### config.mk
export PLATFORM = sky130hd
export DESIGN_NAME = mux_rr_arbiter
export DESIGN_NICKNAME = d
export VERILOG_FILES = /design/src/rtl/mux_rr_arbiter.sv
export SDC_FILE = /design/constraint.sdc
export NUM_CORES = 1
export LEC_CHECK = 0
export CAP_MARGIN = 25
export CORE_AREA = 2 2 44 46
export DETAILED_ROUTE_END_ITERATION = 8
export DIE_AREA = 0 0 46 48
export HOLD_SLACK_MARGIN = 0.12
export PLACE_DENSITY_LB_ADDON = 0.05
export SYNTH_ARGS = -nofsm -noshare
export SYNTH_HDL_FRONTEND = slang
export SYNTH_SLANG_ARGS = --single-unit
### constraint.sdc
create_clock -name clk -period 1.9 [get_ports clk]
set_clock_uncertainty 0.15 [all_clocks]
set_input_delay 0.38 -clock clk [delete_from_list [all_inputs] [get_ports clk]]
set_output_delay 0.38 -clock clk [all_outputs]
set_load 0.01 [all_outputs]
### src/rtl/mux_rr_arbiter.sv
// Two-requester round-robin arbiter driving a registered-select 2:1 mux.
// Define MUX_ARB_WATCHDOG_EN to add a stall watchdog that releases a stuck grant.
module mux_rr_arbiter #(
    parameter int WIDTH   = 8,
    parameter int TIMEOUT = 15
) (
    input  logic             clk,
    input  logic             rst,
    input  logic             req0_valid,
    input  logic [WIDTH-1:0] req0_data,
    output logic             req0_ready,
    input  logic             req1_valid,
    input  logic [WIDTH-1:0] req1_data,
    output logic             req1_ready,
    output logic             out_valid,
    output logic [WIDTH-1:0] out_data,
    input  logic             out_ready,
    output logic             sel,
    output logic             busy,
    output logic             timeout_flag,
    output logic [1:0]       dbg_state
);

    // Handshake: a beat moves when out_valid and out_ready are high in the
    // same cycle; only the granted requester ever sees ready, which mirrors out_ready.

    typedef enum logic [1:0] {
        IDLE   = 2'd0,
        GRANT0 = 2'd1,
        GRANT1 = 2'd2
    } state_t;

    if (TIMEOUT < 1 || TIMEOUT > 255) begin : g_bad_timeout
        $error("mux_rr_arbiter: TIMEOUT must be within 1..255");
    end

    state_t state_q, state_d;
    logic   sel_q, sel_d;
    logic   last_q, last_d;
    logic   in_grant, gnt_valid, other_valid, hs, stall, wd_fire;

    always_comb begin
        in_grant    = (state_q == GRANT0) || (state_q == GRANT1);
        gnt_valid   = (state_q == GRANT1) ? req1_valid : req0_valid;
        other_valid = (state_q == GRANT1) ? req0_valid : req1_valid;
        hs          = in_grant && gnt_valid && out_ready;
        stall       = in_grant && gnt_valid && !out_ready;
    end

    assign out_data   = sel_q ? req1_data : req0_data;
    assign out_valid  = in_grant && gnt_valid;
    assign req0_ready = (state_q == GRANT0) && out_ready;
    assign req1_ready = (state_q == GRANT1) && out_ready;
    assign sel        = sel_q;
    assign busy       = in_grant;
    assign dbg_state  = state_q;

`ifdef MUX_ARB_WATCHDOG_EN
    localparam logic [7:0] STALL_LIM = 8'(TIMEOUT - 1);

    logic [7:0] stall_q, stall_d;
    logic       flag_q;

    // Fires on the stalled cycle that brings the count up to TIMEOUT.
    assign wd_fire      = stall && (stall_q == STALL_LIM);
    assign timeout_flag = flag_q;

    always_comb begin
        stall_d = stall_q;
        if (hs || (state_d != state_q)) begin
            stall_d = 8'd0;
        end else if (stall) begin
            stall_d = stall_q + 8'd1;
        end
    end

    always_ff @(posedge clk) begin
        if (rst) begin
            stall_q <= 8'd0;
            flag_q  <= 1'b0;
        end else begin
            stall_q <= stall_d;
            flag_q  <= wd_fire;
        end
    end
`else
    assign wd_fire      = 1'b0;
    assign timeout_flag = 1'b0;
`endif

    always_comb begin
        state_d = state_q;
        sel_d   = sel_q;
        last_d  = last_q;
        case (state_q)
            IDLE: begin
                if (req0_valid && req1_valid) begin
                    state_d = last_q ? GRANT0 : GRANT1;
                end else if (req0_valid) begin
                    state_d = GRANT0;
                end else if (req1_valid) begin
                    state_d = GRANT1;
                end
            end
            GRANT0, GRANT1: begin
                if (wd_fire) begin
                    state_d = IDLE;
                end else if ((hs || !gnt_valid) && other_valid) begin
                    state_d = (state_q == GRANT0) ? GRANT1 : GRANT0;
                end else if (!req0_valid && !req1_valid) begin
                    state_d = IDLE;
                end
            end
            default: state_d = IDLE;
        endcase

        if (state_d == GRANT0 && state_q != GRANT0) begin
            sel_d  = 1'b0;
            last_d = 1'b0;
        end else if (state_d == GRANT1 && state_q != GRANT1) begin
            sel_d  = 1'b1;
            last_d = 1'b1;
        end
        // A released requester counts as served so the other one wins the next tie.
        if (wd_fire) begin
            last_d = (state_q == GRANT1);
        end
    end

    always_ff @(posedge clk) begin
        if (rst) begin
            state_q <= IDLE;
            sel_q   <= 1'b0;
            last_q  <= 1'b1;
        end else begin
            state_q <= state_d;
            sel_q   <= sel_d;
            last_q  <= last_d;
        end
    end

endmodule

==> run summary, run 1 <==
Layout cell share with drive strength beyond 1: 37.5%
Max_cap viols: 0
Setup_tns: 0 ns
Mapped Area: 498 um2
Tmin final: 1.89 ns
Peak supply drop: 665 uV
Clock buffer depth: 2
Sequential fraction of the synthesis area: 16.1%
Power Total: 1050 uW
Drt drc: 0
Boundary pin count: 37
Pre-antenna DRT Iters: 4
Clk sinks: 4
Yosys Warn Count: 0
Antenna Cells: 0
Post-DP HPWL: 1340 um
Number of enable flip-flop cells after synthesis: 0
Synth area leaders: mux2_2 (18%), dfxtp_1 (16%), ha_1 (10%)
Main synth FF type: dfxtp_1
Kind of cell adding the most delay to the critical path: compound AO/OA/AOI/OAI gates
Met2 WL: 920 um
FP Rows: 15
Core Region: 1690 um2
Max FO, Critical Path: 4
Yosys reg bits: 4
Clk pin slew, worst setup/hold paths: 0.04 ns
Syn Inst Count: 58
CTS H-tree depth: 1
Via Count: 622
Fraction of registers with async set/reset: 0%
HP Class: register to register
Worst Path Required: 1.91 ns
Gr ovfl total: 0
Worst path slowest cell: dfxtp_2
Avg Cell Area, Syn: 8.59 um2
Pins Over Slew Limit: 0
Final design utilization: 62.1%
Hold WS: 0.366 ns
Buffers on Ports: 35
WL met3: 47 um
Post-synth top area share: 18.1%
M1 WL: 653 um
Worst path bufs/invs: 1
Crit path DAT: 1.90 ns
Nets: 139
CTS tree: done
CTS hold repair buffers: 0
Layout overhead on the synthesized area: 111%
RSZ-0062 raised after global routing: yes
GPL Wtd Cong: 0.823
Antenna violations before repair: 0
Max stage delay on crit path: 0.34 ns
TritonCTS Buffers: 3
Top-count cell post-synth: mux2_2
Net count after synthesis: 83
Startpoint Class: register
WS Path Type: register to register
Status: finished clean
DRT iter0 DRCs: 10
Netlist cell types: 24
Clock Latency Late Sink: 0.23 ns
GR Util All Layers: 15.7%
DIE HEIGHT: 48 um
Vias/cell: 4.82
Period Utilization, post-route: 99.3%
Drt total wl: 1630 um
Highest routed layer: met4
CP cell instances: inv_4, ha_4, a21boi_2, o32ai_4, mux2i_2, o211ai_1, a21oi_1
Max Fclk: 530 MHz
CP Capture Type: register
Root Driver: clkbuf_4
Die ar.: 2210 um2
Number of global-route vias before repair: 605
Starting Density: 29.5%
# setup viols final: 0
Synth area leader: mux2_2
Fill count: 160
Fin. Hold Viols: 0
Wire per inst: 12.6 um
Final ANT Viol Nets: 0
Pleak: 0.000457 uW
Cell Pwr Density: 997 nW/um2
Largest net degree at the start of global routing: 11
Die width: 46 um
Commonest cells post-synth: mux2_2 (8), nor2_1 (6), dfxtp_1 (4), ha_1 (4)
Global-route wire length before repair: 2410 um
-- cell type report --
class                      instances  area [um2]  area share, %
timing repair buffer              53         477           45.5
inverter                           4        17.5           1.67
sequential                         4        82.6           7.88
multi-input combinational         48         428           40.8
tap                               17        21.3           2.03
clock buffer                       3        22.5           2.15
-- layer usage --
layer	up-vias	track usage [%]
met5	-	0
met4	0	10.3
met3	2	2.26
met2	15	28.6
met1	285	16.9
li1	320	-
-- what timing repair did --
| item | 4_1_cts | 5_1_grt |
|---|---|---|
| setup buffers | 2 | 0 |
| gates resized for setup | 21 | 4 |
| endpoints found under the hold margin | 0 | 0 |
| endpoints found under the setup margin | 16 | 9 |
| gates cloned | 0 | 0 |
| pin swaps | 7 | 3 |
-- sequential cells by signal, indices dropped and copies added, names as in the netlist --
| name | count |
|---|---|
| sel | 1 |
| dbg_state | 2 |
| last_q | 1 |
-- cells by family after synthesis --
group	Yosys count	share of synthesized area [%]
compound gates	15	26.4
fa+ha+maj	4	10.1
buf+inv	6	6.03
flops	4	16.1
mux	11	24.1
other cells	1	0.753
simple gates	17	16.6
-- worst register-to-register path: stages (launching register included) --
cell and delay [ns]:
dfxtp_2 0.34, inv_4 0.05, ha_4 0.28, a21boi_2 0.06, o32ai_4 0.30, mux2i_2 0.34, o211ai_1 0.15, a21oi_1 0.15
-- where the power goes --
part / switching [uW] / internal (uW)
Sequential: 21.3 / 115
Combinational: 343 / 464
Clock: 31.7 / 70.4
-- through the flow --
stage               cell area (um2)  worst slack (ns)  cells
finish                         1050            0.0125    129
global route                   1050           -0.0929    129
CTS                            1040           -0.0498    129
detailed placement             1010            -0.308    124
global placement               1010            -0.300    124
floorplan                       517           0.00813     58
-- cell usage in the layout (no fill, tap or decap), types with 2 or more instances in the layout --
cell,synthesis,layout
o211ai_1,3,3
mux2i_2,0,2
o21ai_0,2,2
clkbuf_4,0,3
dfxtp_1,4,2
ha_1,4,2
ha_4,0,2
and2_1,2,2
nor2_1,6,6
clkdlybuf4s50_1,0,20
buf_4,2,17
mux2_2,8,8
dlygate4sd2_1,0,13
nand2_1,3,3
a21oi_1,3,3
nor3_1,3,3
dfxtp_2,0,2
inv_2,1,2
-- path summary, 6_finish.rpt --
kind,from,endpoint,slack [ns],depth (start not counted)
setup / recovery,dbg_state[0],last_q,0.01,7
hold / removal,last_q,last_q,0.37,2
setup reg to reg,dbg_state[0],last_q,0.01,7
hold reg to reg,last_q,last_q,0.37,2
Note: power is estimated with default switching activity, not from simulation.
==> inputs of run 2 (changes only) <==
--- a/config.mk
+++ b/config.mk
@@ -6,11 +6,13 @@
 export NUM_CORES = 1
 export LEC_CHECK = 0
 export CAP_MARGIN = 25
-export CORE_AREA = 2 2 44 46
+export CELL_PAD_IN_SITES_DETAIL_PLACEMENT = 0
+export CELL_PAD_IN_SITES_GLOBAL_PLACEMENT = 2
+export CORE_AREA = 2 2 85 46
 export DETAILED_ROUTE_END_ITERATION = 8
-export DIE_AREA = 0 0 46 48
+export DIE_AREA = 0 0 87 48
 export HOLD_SLACK_MARGIN = 0.12
-export PLACE_DENSITY_LB_ADDON = 0.05
+export PLACE_DENSITY = 0.78
 export SYNTH_ARGS = -nofsm -noshare
 export SYNTH_HDL_FRONTEND = slang
 export SYNTH_SLANG_ARGS = --single-unit
==> run 2 against run 1 <==
- the flow now finishes with violations (setup timing)
- first-iteration DRC count grew 80%
- critical endpoint is now sel
- clock-buffer cell count unchanged
- critical path type unchanged
- worst hold slack worse by 0.028 ns
- sequential share of layout area down 0.11 points
- routed wire length grew 7.5%
==> run summary, run 2 (synthesis gave the netlist of run 1 again) <==
Status: complete, but fails checks
Failing checks: setup timing
Reg area: 86.3 um2 (+4.5%)
Hold WS: 0.339 ns (-0.0279 ns)
Gr ovfl total: 0 (unchanged)
Buffers on Ports: 35 (unchanged)
Peak supply drop: 211 uV (-68%)
Largest net degree at the start of global routing: 10 (-1)
Most frequent cells in the layout: clkdlybuf4s50_1 (19), buf_4 (16), dlygate4sd2_1 (12)
Tmin final: 1.94 ns (+0.0518 ns)
CTS H-tree depth: 1 (unchanged)
Nets: 138 (-0.72%)
TritonCTS Buffers: 3 (unchanged)
Fill count: 346 (+120%)
Pins Over Slew Limit: 0 (unchanged)
Leading cell type in the layout, fill and taps excluded: clkdlybuf4s50_1
Antenna violations before repair: 0 (unchanged)
Finished Cell Area: 1110 um2 (+6.1%)
WS Path Type: register to register
Drt total wl: 1750 um (+7.5%)
Period Utilization, post-route: 102% (+2.7 points)
Final ANT Viol Nets: 0 (unchanged)
Worst Path Required: 1.89 ns (-0.02 ns)
RSZ-0062 raised after global routing: yes
Core Region: 3360 um2 (+99%)
Crit path DAT: 1.93 ns (+0.03 ns)
Internal power: 710 uW (+9.3%)
NetSw: 423 uW (+6.9%)
Layout overhead on the synthesized area: 123%
CTS tree: done
Max_cap viols: 0 (unchanged)
Clock Latency Late Sink: 0.21 ns (-0.02 ns)
Clock buffer depth: 2 (unchanged)
Global-route wire length before repair: 2590 um (+7.7%)
GPL Wtd Cong: 0.739 (-10%)
Die ar.: 4180 um2 (+89%)
Vias/cell: 3.98 (-17%)
Cell Pwr Density: 1020 nW/um2 (+2.2%)
Multi-input logic area: 442 um2 (+3.2%)
Max reg flops: 2 (unchanged)
Startpoint Class: register
Via Count: 609 (-2.1%)
Post-DP Area: 1040 um2 (+3.1%)
Gate power share: 71.7% (-5.5 points)
Max Fclk: 516 MHz (-2.7%)
DRT iter0 DRCs: 18 (+8)
DIE HEIGHT: 48 um (unchanged)
Boundary pin count: 37 (unchanged)
Number of global-route vias before repair: 585 (-3.3%)
Root Driver: clkbuf_8
Setup slack after layout: -0.0394 ns (-0.0518 ns)
Pleak: 0.000478 uW (+4.6%)
Wire per inst: 11.5 um (-9.3%)
HP Class: register to register
Post-DP HPWL: 1420 um (+5.5%)
CP Capture Type: register
Pre-antenna DRT Iters: 4 (unchanged)
Antenna Cells: 0 (unchanged)
Layout cell share with drive strength beyond 1: 38.7% (+1.2 points)
Clock power frac: 15.6% (+5.8 points)
Starting Density: 14.8% (-15 points)
Clk pin slew, worst setup/hold paths: 0.03 ns (about the same)
Clk sinks: 4 (unchanged)
Fin. Hold Viols: 0 (unchanged)
Drt drc: 0 (unchanged)
FP Rows: 15 (unchanged)
Sw Ratio: 37.3% (-0.53 points)
Die width: 87 um (+89%)
CTS hold repair buffers: 0 (unchanged)
GR Util All Layers: 8.42% (-7.3 points)
# setup viols final: 2 (+2)
Reg power frac: 12.7% (-0.3 points)
Max FO, Critical Path: 4 (unchanged)
run 2: metal layers:
| layer | wire length (um) | GRT usage, % | up-vias |
|---|---|---|---|
| li1 | - | - | 321 |
| met1 | 851 | 10.9 | 282 |
| met2 | 874 | 13.7 | 4 |
| met3 | 2 | 0.517 | 2 |
| met4 | 27 | 6.56 | 0 |
| met5 | 0 | 0 | - |
run 2: worst max-delay path, stage by stage, from the launching register on:
cell      delay, ns
dfxtp_4        0.37
inv_4          0.04
ha_4           0.29
a21boi_4       0.06
o32ai_4        0.32
mux2i_4        0.33
o211ai_1       0.15
a21oi_1        0.15
run 2: power by group through the flow:
stage / Sequential (uW) / Combinational [uW] / Clock [uW]
2_1_floorplan: 146 / 394 / 0
3_3_place_gp: 137 / 819 / 0
3_5_place_dp: 136 / 811 / 0
4_1_cts: 141 / 801 / 183
5_1_grt: 146 / 884 / 194
6_report: 144 / 813 / 176
run 2: worst paths after layout:
path,startpoint,end,slack [ns],cells past startpoint
max,dbg_state[1],sel,-0.04,7
max reg2reg,dbg_state[1],sel,-0.04,7
min,sel,sel,0.34,2
min reg2reg,sel,sel,0.34,2
run 2: final cells by class:
type	instances	share of cell area, %
inverters	4	1.57
repair buffers	52	42.5
well taps	42	4.72
flip-flops and latches	4	7.76
clock buffers	3	3.71
multi-input cells	48	39.7
run 2: per-stage QoR:
step / util [%] / std cells / TNS [ns] / power, uW / setup WS [ns]
floorplan: - / 58 / 0 / 540 / 0.00813
global placement: 30.9 / 149 / -3.20 / 956 / -0.369
detailed placement: 30.9 / 149 / -3.44 / 947 / -0.406
CTS: 32.7 / 153 / -0.0439 / 1120 / -0.0340
global route: 33.1 / 153 / -0.309 / 1220 / -0.116
finish: 33.1 / 153 / -0.0702 / 1130 / -0.0394
run 2: repair_timing:
action	CTS	global route
cloned	0	0
endpoints found under the hold margin	0	0
buffers inserted	1	0
resized for setup	24	7
endpoints found under the setup margin	16	8
pin swaps	5	1
==> inputs of run 3 (changes only) <==
--- a/config.mk
+++ b/config.mk
@@ -9,10 +9,12 @@
 export CELL_PAD_IN_SITES_DETAIL_PLACEMENT = 0
 export CELL_PAD_IN_SITES_GLOBAL_PLACEMENT = 2
 export CORE_AREA = 2 2 85 46
+export CTS_CLUSTER_DIAMETER = 80
 export DETAILED_ROUTE_END_ITERATION = 8
 export DIE_AREA = 0 0 87 48
 export HOLD_SLACK_MARGIN = 0.12
 export PLACE_DENSITY = 0.78
+export REMOVE_ABC_BUFFERS = 1
 export SYNTH_ARGS = -nofsm -noshare
 export SYNTH_HDL_FRONTEND = slang
 export SYNTH_SLANG_ARGS = --single-unit
==> run 3 against run 2 <==
- global-route usage shrank 1.2 points
- design area grew 3.5%
- sequential power shrank 7%
- via count grew 0.49%
- register-to-register slack is essentially flat
- the flow still finishes with violations (setup timing)
- total power grew 5.9%
- critical path type unchanged
- non-clock buffer count grew 2
==> run summary, run 3 (synthesis gave the netlist of run 1 again) <==
Status: complete, but fails checks
Failing checks: setup timing
Layout overhead on the synthesized area: 131%
Pins Over Slew Limit: 0 (unchanged)
Multi-input logic area: 464 um2 (+5.1%)
DRT iter0 DRCs: 8 (-10)
Starting Density: 14.8% (unchanged)
Via Count: 612 (+0.49%)
Crit path DAT: 1.89 ns (-0.04 ns)
GR Util All Layers: 7.24% (-1.2 points)
Global-route wire length before repair: 2330 um (-10%)
Nets: 140 (+1.4%)
Max reg flops: 2 (unchanged)
Drt total wl: 1720 um (-1.9%)
Hold WS: 0.380 ns (+0.0415 ns)
WS Path Type: register to register
Clock buffer depth: 2 (unchanged)
FP Rows: 15 (unchanged)
Largest net degree at the start of global routing: 6 (-4)
CTS H-tree depth: 1 (unchanged)
Startpoint Class: register
CTS hold repair buffers: 0 (unchanged)
Final ANT Viol Nets: 0 (unchanged)
Vias/cell: 3.95 (-0.80%)
Antenna Cells: 0 (unchanged)
Cell Pwr Density: 1040 nW/um2 (+2.4%)
Die width: 87 um (unchanged)
RSZ-0062 raised after global routing: yes
TritonCTS Buffers: 3 (unchanged)
Root Driver: clkbuf_8
Final design utilization: 34.3% (+1.2 points)
Wire per inst: 11.1 um (-3.2%)
Die ar.: 4180 um2 (unchanged)
Gr ovfl total: 0 (unchanged)
GPL Wtd Cong: 0.809 (+9.5%)
Worst Path Required: 1.84 ns (-0.05 ns)
Clk pin slew, worst setup/hold paths: 0.03 ns (about the same)
Most frequent cells in the layout: clkdlybuf4s50_1 (20), buf_4 (17), dlygate4sd2_1 (11)
Leading cell type in the layout, fill and taps excluded: clkdlybuf4s50_1
Fill count: 337 (-2.6%)
Boundary pin count: 37 (unchanged)
Setup slack after layout: -0.0487 ns (-0.00929 ns)
Number of global-route vias before repair: 531 (-9.2%)
Pre-antenna DRT Iters: 3 (-1)
Drt drc: 0 (unchanged)
# setup viols final: 4 (+2)
Post-DP Area: 1020 um2 (-1.6%)
Post-DP HPWL: 1350 um (-4.6%)
Clk sinks: 4 (unchanged)
Clock Latency Late Sink: 0.22 ns (about the same)
Layout cell share with drive strength beyond 1: 41.6% (+2.9 points)
CP Capture Type: register
CTS tree: done
Core Region: 3360 um2 (unchanged)
Antenna violations before repair: 0 (unchanged)
Fin. Hold Viols: 0 (unchanged)
DIE HEIGHT: 48 um (unchanged)
Max FO, Critical Path: 4 (unchanged)
Peak supply drop: 240 uV (+14%)
Max Fclk: 513 MHz (-0.48%)
Period Utilization, post-route: 103% (+0.49 points)
Max_cap viols: 0 (unchanged)
Finished Cell Area: 1150 um2 (+3.5%)
HP Class: register to register
Buffers on Ports: 35 (unchanged)
Pleak: 0.000489 uW (+2.3%)
Reg area: 82.6 um2 (-4.3%)
Tmin final: 1.95 ns (+0.00929 ns)
-- run 3: layout make-up --
type                            instances  area share (%)
Timing Repair Buffer                   54            42.8
Multi-Input combinational cell         48            40.3
Sequential cell                         4            7.17
Tap cell                               42            4.57
Clock buffer                            3            3.59
Inverter                                4            1.52
-- run 3: path summary, 6_finish.rpt --
path | from | end | slack [ns] | depth (start not counted)
min | last_q | last_q | 0.38 | 2
max | dbg_state[0] | sel | -0.05 | 8
min reg2reg | last_q | last_q | 0.38 | 2
max reg2reg | dbg_state[0] | sel | -0.05 | 8
-- run 3: critical path, cell delays in order (launching register included) --
cell and delay [ns]:
dfxtp_2 0.34, inv_4 0.05, ha_4 0.31, a21boi_4 0.07, o32ai_4 0.27, buf_6 0.16
o221ai_2 0.11, o31ai_1 0.26, a21oi_1 0.10
-- run 3: what timing repair did --
action / 4_1_cts / 5_1_grt
pin swaps: 7 / 7
resized for setup: 27 / 12
gates cloned: 0 / 0
buffers inserted: 0 / 1
endpoints found under the setup margin: 16 / 7
-- run 3: per-layer routing --
layer	share of wire, %	up-vias	global-route usage [%]
met5	0	-	0
met4	0.93	0	3.75
met3	0.52	2	0.517
met2	54	4	12.2
met1	44	288	9.65
li1	-	318	-
-- run 3: metrics by stage --
stage / setup WS, ns / power (uW) / cells / TNS [ns]
CTS: -0.0841 / 1110 / 154 / -0.200
global placement: -0.301 / 924 / 151 / -3.04
detailed placement: -0.306 / 910 / 151 / -3.15
floorplan: -0.216 / 495 / 56 / -0.680
global route: -0.148 / 1280 / 155 / -0.509
finish: -0.0487 / 1200 / 155 / -0.124
-- run 3: power by group --
group / switching (uW) / leakage, uW / internal (uW)
clock: 43.0 / 0.0000216 / 135
combinational: 389 / 0.000434 / 500
sequential: 19.2 / 0.0000337 / 115
total: 451 / 0.000489 / 749
